--- src/rtl/pcpi_dispatch.sv ---
// pcpi_dispatch: registers one PCPI request, broadcasts it to NUM_CP coprocessors and returns one merged response or a timeout.
// Ports:
//   clk, reset                     clock and synchronous active-high reset
//   pcpi_valid/insn/rs1/rs2        request from the core, held until response or timeout
//   pcpi_wr/rd/wait/ready/timeout  registered response to the core (ready/timeout are one-cycle pulses)
//   cp_valid/insn/rs1/rs2          latched request broadcast, stable while cp_valid=1
//   cp_wr/rd/wait/ready            per-coprocessor replies, index 0 has highest priority
module pcpi_dispatch #(
    parameter int NUM_CP  = 2,
    parameter int TIMEOUT = 16
) (
    input  logic                 clk,
    input  logic                 reset,
    input  logic                 pcpi_valid,
    input  logic [31:0]          pcpi_insn,
    input  logic [31:0]          pcpi_rs1,
    input  logic [31:0]          pcpi_rs2,
    output logic                 pcpi_wr,
    output logic [31:0]          pcpi_rd,
    output logic                 pcpi_wait,
    output logic                 pcpi_ready,
    output logic                 pcpi_timeout,
    output logic                 cp_valid,
    output logic [31:0]          cp_insn,
    output logic [31:0]          cp_rs1,
    output logic [31:0]          cp_rs2,
    input  logic [NUM_CP-1:0]    cp_wr,
    input  logic [32*NUM_CP-1:0] cp_rd,
    input  logic [NUM_CP-1:0]    cp_wait,
    input  logic [NUM_CP-1:0]    cp_ready
);
    localparam int CW = $clog2(TIMEOUT);
    typedef enum logic [1:0] {IDLE, ISSUE, RESP, DRAIN} state_t;
    state_t        state;
    logic [CW-1:0] cnt;
    logic [31:0]   sel_rd;
    logic          sel_wr;
    // Walk from the highest index down so the lowest ready index is the one that sticks.
    always_comb begin
        sel_rd = '0;
        sel_wr = 1'b0;
        for (int i = NUM_CP - 1; i >= 0; i--) begin
            sel_rd = cp_ready[i] ? cp_rd[32*i +: 32] : sel_rd;
            sel_wr = cp_ready[i] ? cp_wr[i] : sel_wr;
        end
    end
    always_ff @(posedge clk) begin
        if (reset) begin
            state        <= IDLE;
            cnt          <= '0;
            pcpi_wr      <= 1'b0;
            pcpi_rd      <= '0;
            pcpi_wait    <= 1'b0;
            pcpi_ready   <= 1'b0;
            pcpi_timeout <= 1'b0;
            cp_valid     <= 1'b0;
            cp_insn      <= '0;
            cp_rs1       <= '0;
            cp_rs2       <= '0;
        end else begin
            // Response signals are pulses: cleared every cycle unless ISSUE sets them.
            pcpi_wr      <= 1'b0;
            pcpi_rd      <= '0;
            pcpi_wait    <= 1'b0;
            pcpi_ready   <= 1'b0;
            pcpi_timeout <= 1'b0;
            case (state)
                IDLE: begin
                    if (pcpi_valid) begin
                        cp_insn  <= pcpi_insn;
                        cp_rs1   <= pcpi_rs1;
                        cp_rs2   <= pcpi_rs2;
                        cp_valid <= 1'b1;
                        cnt      <= '0;
                        state    <= ISSUE;
                    end
                end
                ISSUE: begin
                    if (!pcpi_valid) begin
                        cp_valid <= 1'b0;
                        state    <= IDLE;
                    end else if (|cp_ready) begin
                        pcpi_rd    <= sel_rd;
                        pcpi_wr    <= sel_wr;
                        pcpi_ready <= 1'b1;
                        cp_valid   <= 1'b0;
                        state      <= RESP;
                    end else if (|cp_wait) begin
                        pcpi_wait <= 1'b1;
                    end else if (cnt == CW'(TIMEOUT - 1)) begin
                        pcpi_timeout <= 1'b1;
                        cp_valid     <= 1'b0;
                        state        <= DRAIN;
                    end else begin
                        cnt <= cnt + 1'b1;
                    end
                end
                RESP: state <= DRAIN;
                // Hold off until the core drops valid so the retiring instruction is not re-issued.
                DRAIN: state <= pcpi_valid ? DRAIN : IDLE;
                default: state <= IDLE;
            endcase
        end
    end
endmodule

--- config.mk ---
export PLATFORM = sky130hd
export DESIGN_NAME = pcpi_dispatch
export DESIGN_NICKNAME = d
export VERILOG_FILES = /design/src/rtl/pcpi_dispatch.sv
export SDC_FILE = /design/constraint.sdc
export NUM_CORES = 1
export LEC_CHECK = 0
export BUFFER_PORTS_ARGS = -buffer_cell sky130_fd_sc_hd__buf_2
export CAP_MARGIN = 5
export CORE_MARGIN = 4
export CORE_UTILIZATION = 44
export DETAILED_ROUTE_END_ITERATION = 10
export PLACE_DENSITY = 0.77
export SYNTH_ARGS = -nofsm -noshare
export SYNTH_HDL_FRONTEND = slang
export SYNTH_SLANG_ARGS = --single-unit
--- constraint.sdc ---
create_clock -name clk -period 2.05 [get_ports clk]
set_clock_uncertainty 0.15 [all_clocks]
set_input_delay 0.41 -clock clk [delete_from_list [all_inputs] [get_ports clk]]
set_output_delay 0.41 -clock clk [all_outputs]
set_load 0.005 [all_outputs]
==> results.md <==
* Synth Register Bits at 139
* Number of max-cap violations at 0
* Clock Sinks at 139
* Post-synth EDFFs at 0
* I/O Buffers at 301
* Net switching power at 1.67 mW
* Largest net degree at the start of global routing at 94
* Count of unique library cells instantiated by Yosys at 38
* Dpl hpwl at 11000 microns
* RD Place Congestion at 0.818
* RR Startpoint: state[0]$_SDFFE_PP0P_
* Fmax at 585 MHz
* Die height at 117 microns
* TritonCTS clock tree: yes
* Slew Viols, Final at 0
* First drt pass iteration count at 4
* CP endpoint kind: register
* Crit path launch: state[0]$_SDFFE_PP0P_
* WHS at 0.0791 ns
* Path type of the worst min-delay path: input port to register
* Per-cell routed wire length at 14.7 microns
* Synth Net Count at 757
* Sequential fraction of the synthesis area at 53.5%
* Total power after layout at 6.80 mW
* CP startpoint kind: register
* Max_slew headroom at 64.5%
* Clk_lat worst skew at 0.41 ns
* Net Sw Frac at 24.6%
* First-pass GRT wire length at 22600 microns
* Remaining Overflow, GRT at 0
* Hold_buf cts at 0
* Routed WL at 15100 microns
* Layout Nets at 1043
* Asr flop ratio synth at 0%
* Slew @ Worst Pin at 0.533 ns
* Avg Inst Size Synth at 8.87 sq um
* Maximum VDD drop at 0.627 mV
* Drt initial violations at 321
* Post-CTS Resized at 0
* Util after Layout at 63.7%
* Setup TNS at 0 ns
* Die area at 0.0136 sq mm
* Reg clk slew, reported paths at 0.06 ns
* DIE WIDTH at 117 microns
* ANT nets after route at 0
* CP Class: register to register
* Total internal power at 5.13 mW
* Mapped cell area at 0.00520 sq mm
* Sequential share of power at 43.1%
* Number of CTS-inserted buffers at 17
* Aggregate global-route resource usage at 21.2%
* Initial antenna violation count at 1
* Io pins at 302
* Fillers at 997
* Critical Path RT at 2.23 ns
* Layout area overhead at 40.9%
* Final min period at 1.71 ns
* RSZ-0062 raised after global routing: false
* Core box area at 0.0115 sq mm
* Leak at 3.47 nW
* Clock power frac at 44.4%
* Setup-failing EPs final at 0
* Critical Path AT at 1.89 ns
* Initial Utilization at 45.2%
* Area contributors post-synth: dfxtp_1 (53%), nand2_1 (11%), a21oi_2 (6.7%), a21oi_1 (5.6%), nand2_2 (4.8%)
* H-tree Lvls at 4
* Clk root buf: clkbuf_16
* Number of global-route vias before repair at 4670
* Most common cell in the netlist: nand2_1
* Combinational power share at 12.5%
* Cells after DPL at 997
* Final routed DRC violation total at 0
* Min-Delay Startpoint: pcpi_insn[17]
* PD cells at 928 mW/mm^2
* Status: complete, no violations
* CP Max Fanout at 15
* # Post-CTS Setup Buffers at 0
* Via count at 4998
* Commonest cells post-synth: nand2_1 (155), dfxtp_1 (139), a21oi_1 (58), nor2_1 (41)
* Yosys top cell area share at 53.5%
* Maximum root-to-sink buffer count at 2
* Layout cell share with drive strength beyond 1 at 48.8%
* Crit share post-route at 83.4%
* Post-Layout Cell Count at 1030
* Synthesized instance count at 587
* # rows at 39
* Final Hold Viols at 0
* Area leader, netlist: dfxtp_1
* Ys Warns at 0
* Avg Vias per Cell at 4.85
* Most frequently used flop master after synthesis: dfxtp_1
-- state kept, by name, summed over array words and instances, names as in the netlist, named ones only --
signal and cells:
pcpi_wr 1, pcpi_wait 1, cp_rs2 32, pcpi_ready 1, cp_rs1 32, cp_insn 32
cnt 4, pcpi_timeout 1, pcpi_rd 32, cp_valid 1, state 1
-- path summary, 6_finish.rpt --
path	endpoint	slack [ns]	cells after the start
max	cp_rs2[31]$_SDFFE_PP0P_	0.34	4
min	cp_insn[17]$_SDFFE_PP0P_	0.08	3
max reg2reg	cp_rs2[31]$_SDFFE_PP0P_	0.34	4
min reg2reg	cp_insn[12]$_SDFFE_PP0P_	0.30	2
-- power by group through the flow --
| stage | sequential [mW] | clock, mW | combinational [mW] |
|---|---|---|---|
| after floorplan | 3.00 | 0 | 0.472 |
| after global placement | 2.99 | 0 | 0.844 |
| after detailed placement | 2.99 | 0 | 0.855 |
| after CTS | 2.93 | 3.08 | 0.859 |
| after global routing | 2.95 | 3.21 | 0.945 |
| final | 2.93 | 3.02 | 0.848 |
-- cell usage in the layout (no fill, tap or decap), types with 8 or more instances in the layout --
master     instances
buf_2            300
nand2_1          155
dfxtp_1          139
a21oi_1           58
nor2_1            41
nand2_2           40
a21oi_2           40
a22oi_1           32
clkbuf_16         17
buf_4             10
clkinv_2           8
-- through the flow --
step,area [sq um],setup WS (ns)
after floorplan,5200,0.489
after global placement,6750,0.352
after detailed placement,6750,0.327
after CTS,7330,0.350
after global routing,7330,0.239
final,7330,0.340
-- per-layer routing --
layer | track usage [%] | part of all wire (%)
met5 | 0 | 0
met4 | 9.48 | 2.4
met3 | 7.82 | 9.3
met1 | 22.6 | 37
met2 | 37.2 | 51
-- final cells by class --
type / count / area, sq um / area share [%]
Timing Repair Buffer: 313 / 1640 / 22.3
Clock buffer: 18 / 429 / 5.85
Clock inverter: 14 / 154 / 2.10
Inverter: 3 / 11.3 / 0.154
Sequential cell: 139 / 2780 / 38.0
Multi-Input combinational cell: 399 / 2140 / 29.1
Tap cell: 143 / 179 / 2.44
Antenna cell: 1 / 2.50 / 0.0341
-- logic make-up after synthesis --
group                      share of synthesized area (%)
buffers and inverters                               5.75
adders and majority gates                          0.240
DFF                                                 53.5
muxes                                              0.192
and+or+nand+nor                                     22.0
AOI/OAI and AO/OA                                   18.4
-- critical path, cell delays in order, from the launching register on --
cell      delay, ns
dfxtp_1        0.59
nand2b_4       0.36
buf_4          0.30
nand2_1        0.08
a21oi_1        0.14
No activity file was read; power rests on OpenSTA's default activity.
